$ cat config.mk
export PLATFORM = sky130hd
export DESIGN_NAME = aic_inv_mixcol
export DESIGN_NICKNAME = d
export VERILOG_FILES = /design/src/rtl/aic_pkg.sv /design/src/rtl/aic_mul_acc.sv /design/src/rtl/aic_inv_mixcol.sv
export SDC_FILE = /design/constraint.sdc
export NUM_CORES = 1
export LEC_CHECK = 0
export ABC_AREA = 1
export ABC_CLOCK_PERIOD_IN_PS = 2009
export BUFFER_PORTS_ARGS = -buffer_cell sky130_fd_sc_hd__clkbuf_2
export CAP_MARGIN = 0
export CORE_MARGIN = 2
export CORE_UTILIZATION = 40
export DETAILED_ROUTE_END_ITERATION = 12
export GPL_TIMING_DRIVEN = 0
export PLACE_DENSITY = 0.6
export SYNTH_ARGS = -nofsm -noshare
export SYNTH_HDL_FRONTEND = slang
export SYNTH_SLANG_ARGS = --single-unit
$ cat constraint.sdc
create_clock -name clk -period 2.01 [get_ports clk]
set_clock_uncertainty 0.15 [all_clocks]
set_input_delay 0.402 -clock clk [delete_from_list [all_inputs] [get_ports clk]]
set_output_delay 0.402 -clock clk [all_outputs]
set_load 0.03 [all_outputs]
$ cat src/rtl/aic_pkg.sv
// Shared types and constants for the AES InvMixColumns sequencer.
// Width follows AIC_STATE_128_EN: 128-bit state (4 columns) when defined,
// a single 32-bit column otherwise.
package aic_pkg;

  localparam int BYTE_W = 8;
  localparam int COL_W  = 32;

`ifdef AIC_STATE_128_EN
  localparam int NCOL = 4;
`else
  localparam int NCOL = 1;
`endif

  localparam int W  = NCOL * COL_W;
  localparam int CW = (NCOL > 1) ? $clog2(NCOL) : 1;

  typedef enum logic [1:0] {
    IDLE   = 2'd0,
    LAUNCH = 2'd1,
    WAIT   = 2'd2,
    FINISH = 2'd3
  } state_t;

endpackage

$ cat src/rtl/aic_mul_acc.sv
// GF(2^8) multiply-accumulate: one InvMixColumns output byte for row sel.
// Latency: start high in cycle c gives done (one-cycle pulse) in cycle c+5.
// No backpressure; s0..s3 and sel must stay stable from start until done.
// Ports: clk/rst (sync, active-high), start, s0..s3 column bytes rows 0..3,
//        sel output row, done completion pulse, result output byte.
module aic_mul_acc
  import aic_pkg::*;
(
  input  logic              clk,
  input  logic              rst,
  input  logic              start,
  input  logic [BYTE_W-1:0] s0,
  input  logic [BYTE_W-1:0] s1,
  input  logic [BYTE_W-1:0] s2,
  input  logic [BYTE_W-1:0] s3,
  input  logic [1:0]        sel,
  output logic              done,
  output logic [BYTE_W-1:0] result
);

  function automatic logic [7:0] xt(input logic [7:0] b);
    return {b[6:0], 1'b0} ^ (b[7] ? 8'h1b : 8'h00);
  endfunction

  // Coefficient index k selects 0e, 0b, 0d, 09 (the circulant's first row).
  function automatic logic [7:0] gmul_coef(input logic [7:0] b, input logic [1:0] k);
    logic [7:0] x2, x4, x8;
    x2 = xt(b);
    x4 = xt(x2);
    x8 = xt(x4);
    case (k)
      2'd0:    return x8 ^ x4 ^ x2;
      2'd1:    return x8 ^ x2 ^ b;
      2'd2:    return x8 ^ x4 ^ b;
      default: return x8 ^ b;
    endcase
  endfunction

  logic        run;
  logic [1:0]  j;
  logic [7:0]  acc;
  logic [7:0]  op;
  logic [1:0]  k;
  logic [7:0]  term;

  always_comb begin
    op = s0;
    case (j)
      2'd0:    op = s0;
      2'd1:    op = s1;
      2'd2:    op = s2;
      default: op = s3;
    endcase
    // Row sel uses the coefficient row rotated right by sel; 2-bit wrap is the mod 4.
    k    = j - sel;
    term = gmul_coef(op, k);
  end

  always_ff @(posedge clk) begin
    if (rst) begin
      run  <= 1'b0;
      j    <= 2'd0;
      acc  <= '0;
      done <= 1'b0;
    end else begin
      done <= 1'b0;
      if (start) begin
        run <= 1'b1;
        j   <= 2'd0;
        acc <= '0;
      end else if (run) begin
        acc <= acc ^ term;
        j   <= j + 2'd1;
        if (j == 2'd3) begin
          run  <= 1'b0;
          done <= 1'b1;
        end
      end
    end
  end

  assign result = acc;

endmodule

$ cat src/rtl/aic_inv_mixcol.sv
// InvMixColumns sequencer: runs aic_mul_acc once per output byte (sel = row).
// Latency: done at cycle 4*NCOL*(Lma+1)+1 after start is accepted.
// No backpressure; start is sampled only in IDLE, ignored while busy.
// Macro AIC_STATE_128_EN selects a 128-bit state (4 columns); default is 32 bits.
// Ports: clk, rst (sync, active-high), start, din (W), dout (W, valid from done),
//        done (one-cycle pulse), busy (high outside IDLE).
module aic_inv_mixcol
  import aic_pkg::*;
(
  input  logic         clk,
  input  logic         rst,
  input  logic         start,
  input  logic [W-1:0] din,
  output logic [W-1:0] dout,
  output logic         done,
  output logic         busy
);

  state_t      state, nxt;
  logic [W-1:0] col_reg;
  logic [W-1:0] res_reg;
  logic [CW-1:0] ccnt;
  logic [1:0]   rcnt;
  logic [COL_W-1:0] cur_col;
  logic         ma_start;
  logic         ma_done;
  logic [BYTE_W-1:0] ma_result;
  logic         last_row;
  logic         last_col;

`ifdef AIC_STATE_128_EN
  assign cur_col = col_reg[W-1-COL_W*int'(ccnt) -: COL_W];
`else
  assign cur_col = col_reg;
`endif

  assign last_row = (rcnt == 2'd3);
  // Single-column build keeps ccnt at 0, so this is always true there.
  assign last_col = (ccnt == CW'(NCOL-1));

  aic_mul_acc u_mul_acc (
    .clk    (clk),
    .rst    (rst),
    .start  (ma_start),
    .s0     (cur_col[31:24]),
    .s1     (cur_col[23:16]),
    .s2     (cur_col[15:8]),
    .s3     (cur_col[7:0]),
    .sel    (rcnt),
    .done   (ma_done),
    .result (ma_result)
  );

  always_ff @(posedge clk) begin
    if (rst) state <= IDLE;
    else     state <= nxt;
  end

  always_comb begin
    nxt = state;
    case (state)
      IDLE:    if (start) nxt = LAUNCH;
      LAUNCH:  nxt = WAIT;
      WAIT:    if (ma_done) nxt = (last_row && last_col) ? FINISH : LAUNCH;
      default: nxt = IDLE;
    endcase
  end

  always_comb begin
    ma_start = 1'b0;
    done     = 1'b0;
    busy     = 1'b1;
    case (state)
      IDLE:    busy     = 1'b0;
      LAUNCH:  ma_start = 1'b1;
      FINISH:  done     = 1'b1;
      default: ;
    endcase
  end

  // Operands and sel come straight from these registers, so they hold
  // steady for the whole aic_mul_acc run.
  always_ff @(posedge clk) begin
    if (rst) begin
      col_reg <= '0;
      res_reg <= '0;
      ccnt    <= '0;
      rcnt    <= 2'd0;
    end else begin
      case (state)
        IDLE: if (start) begin
          col_reg <= din;
          ccnt    <= '0;
          rcnt    <= 2'd0;
        end
        WAIT: if (ma_done) begin
`ifdef AIC_STATE_128_EN
          res_reg[W-1-COL_W*int'(ccnt)-BYTE_W*int'(rcnt) -: BYTE_W] <= ma_result;
`else
          res_reg[W-1-BYTE_W*int'(rcnt) -: BYTE_W] <= ma_result;
`endif
          if (!(last_row && last_col)) begin
            rcnt <= rcnt + 2'd1;
`ifdef AIC_STATE_128_EN
            if (last_row) ccnt <= ccnt + 1'b1;
`endif
          end
        end
        default: ;
      endcase
    end
  end

  assign dout = res_reg;

endmodule

==> results.cfg <==
[final_layout]
final_cell_mix = 102 x nand2_1, 77 x dfxtp_1, 74 x nor2_1
nets = 759
final_common_cell = nand2_1
utilization = 0.530
syn_to_final_growth_pct = 30.1
drive_above_1_share = 0.325
antennaDiodeCount = 0

[cts]
cts_sinks = 80
cts_max_level = 3
cts.reportedPaths.clkPinSlew_ns = 0.08
cts_root_buf = clkbuf_8
cts_tree = built
clockBufferDepth = 2
worst_skew_pair.late_latency_ns = 0.35
cts_buffers = 9
cts_hold_buf = 0

[timing]
fin_setup_tns_ns = -1.28
layout_min_cycle_time_ns = 2.22
drv_slew = 0
setup-violations-final = 8
rsz0062_at_grt = yes
hold_viol = 0
tightestPinTransition_ns = 0.502
fmax_ghz = 0.450
whs_ns = 0.147
fin_ws_ns = -0.211
period_share = 1.10
relSlewSlack = 0.665

[critical_path]
end_kind = register
cpPeakStageDelay_ns = 0.39
cp-start-kind = register
path_cells = ha_4 > inv_8 > buf_12 > nand2_4 > nor2_4 > nor2_8 > nor2_2 > inv_1 > o21ai_1 > nand2_1 > nand3_1 > nand2_1 > inv_2 > nand3_1 > nand2_1 > nor2_1
crit_top_cell = nand2_1
critPathLaunch = u_mul_acc.j[1]
crit_slowest_cell = dfxtp_4
cp.arrival_ns = 2.33
cp_top_family = simple AND/OR/NAND/NOR gates
critPathBufInv = 4
cp_max_fo = 8
crit_type = register to register
worstReg2RegStart = u_mul_acc.j[1]
crit_required_ns = 2.11

[die]
die_h_um = 109
io_pins = 69
initial_core_util = 0.407
dieArea_mm2 = 0.0118
dieWidth_um = 109
num_rows = 38
core_mm2 = 0.0108

[run_status]
status = finished with violations
violations = setup timing

[yosys]
synth_warnings = 0
synth_largest_area_cell = dfxtp_1
synthTopCellsByArea = dfxtp_1 36%, nand2_1 11%, nor2_1 7.1%
syn_inst = 616
netlist_area_mm2 = 0.00439
yosysSeqAreaShare = 0.364
netlist.area_leader.share = 0.364
ys_ff_latch = 80
synth_nets = 660
avgSynthCellArea_um2 = 7.13
yosys.cell_types.count = 41

[global_routing]
antenna_found_initial = 0
grt_pass1_vias = 4080
grt_usage = 0.206
grt_start_max_net_pins = 13
gr-total-overflow = 0
grt_pass1_wl_um = 19200

[worst_hold_path]
min_path_type = input port to register
hp-start = din[27]

[drt]
drtPass1Iterations = 4
drtAntennaViolNets = 0
drt_wl_total_um = 11700
wl_per_cell_um = 13.6
drtIter0Drc = 215
avgViaCountPerCell = 4.99
vias = 4286
drc_errors = 0

[placed_design]
port_buffers = 67
routabilityCongestion = 0.897
dpl.hpwl_um = 8550
place_ws_ns = -0.413

[power_and_ir_drop]
p_per_area_mw_per_mm2 = 714
ir_drop_uv = 541
leakagePower_nw = 2.48
power_w = 0.00408

[flow_run]
drv_cap = 0
[where the power goes]
part | total, W | internal [W] | switching [W]
clock | 0.00111 | 0.000544 | 0.000565
sequential | 0.00174 | 0.00167 | 0.0000762
combinational | 0.00123 | 0.000475 | 0.000756
total | 0.00408 | 0.00269 | 0.00140
[cells by family after synthesis]
kind of cell,share of synthesized area
AOI/OAI and AO/OA,0.203
xor gates and xnor gates,0.0233
adders and majority gates,0.0256
buffers and inverters,0.0871
DFF,0.364
and+or+nand+nor,0.297
[timing repair]
item / CTS / global route
setup buffers: 17 / 4
gates cloned: 1 / 2
pin swaps: 32 / 28
setup endpoints to repair: 33 / 36
resized for setup: 65 / 42
endpoints found under the hold margin: 0 / 0
[path summary, 6_finish.rpt]
check | end | cells past startpoint | slack (ns)
worst max-delay path | u_mul_acc.result[5] | 16 | -0.21
worst min-delay path | col_reg[27] | 3 | 0.15
worst max register to register | u_mul_acc.result[5] | 16 | -0.21
worst min register to register | dout[15] | 2 | 0.31
[synthesized netlist by cell type]
| cell type | n |
|---|---|
| a211oi_1 | 26 |
| a21oi_1 | 28 |
| a21oi_2 | 1 |
| a31oi_1 | 25 |
| buf_1 | 1 |
| buf_12 | 1 |
| buf_2 | 2 |
| buf_4 | 3 |
| buf_6 | 2 |
| clkbuf_1 | 21 |
| clkbuf_2 | 1 |
| clkinv_1 | 1 |
| dfxtp_1 | 80 |
| ha_1 | 9 |
| inv_1 | 53 |
| inv_2 | 3 |
| inv_4 | 1 |
| nand2_1 | 132 |
| nand2_2 | 16 |
| nand2_4 | 4 |
| nand3_1 | 27 |
| nand3_2 | 1 |
| nand4_1 | 2 |
| nor2_1 | 83 |
| nor2_2 | 7 |
| nor2_4 | 4 |
| nor2_8 | 2 |
| nor3_1 | 1 |
| o21a_1 | 1 |
| o21ai_0 | 40 |
| o21ai_1 | 11 |
| o21ai_2 | 2 |
| o21ai_4 | 1 |
| o21bai_1 | 1 |
| o21bai_2 | 1 |
| o21bai_4 | 4 |
| or4_1 | 8 |
| xnor2_1 | 4 |
| xnor2_2 | 1 |
| xor2_1 | 4 |
| xor2_2 | 1 |
[layer usage]
layer / track usage / part of all wire
met5: 0 / 0
met4: 0.0806 / 0.022
met3: 0.0550 / 0.051
met2: 0.354 / 0.48
met1: 0.246 / 0.44
[worst register-to-register path: stages (launching register included)]
cell	delay, ns
dfxtp_4	0.39
ha_4	0.19
inv_8	0.09
buf_12	0.14
nand2_4	0.07
nor2_4	0.22
nor2_8	0.10
nor2_2	0.17
inv_1	0.08
o21ai_1	0.09
nand2_1	0.08
nand3_1	0.08
nand2_1	0.06
inv_2	0.06
nand3_1	0.06
nand2_1	0.07
nor2_1	0.04
[per-stage QoR]
stage	cells	cell area (µm²)
after floorplan	616	4480
after global routing	859	5720
final	859	5720
after CTS	853	5520
after detailed placement	823	4990
after global placement	823	4990
[layout make-up]
| cell class | count | area (µm²) |
|---|---|---|
| inverters | 58 | 238 |
| multi-input cells | 448 | 2790 |
| repair buffers | 90 | 544 |
| plain buffers | 28 | 175 |
| clock inverters | 2 | 13.8 |
| fillers | 1067 | 5080 |
| well taps | 140 | 175 |
| clock buffers | 13 | 169 |
| flip-flops and latches | 80 | 1610 |
No activity file was read; power rests on OpenSTA's default activity.
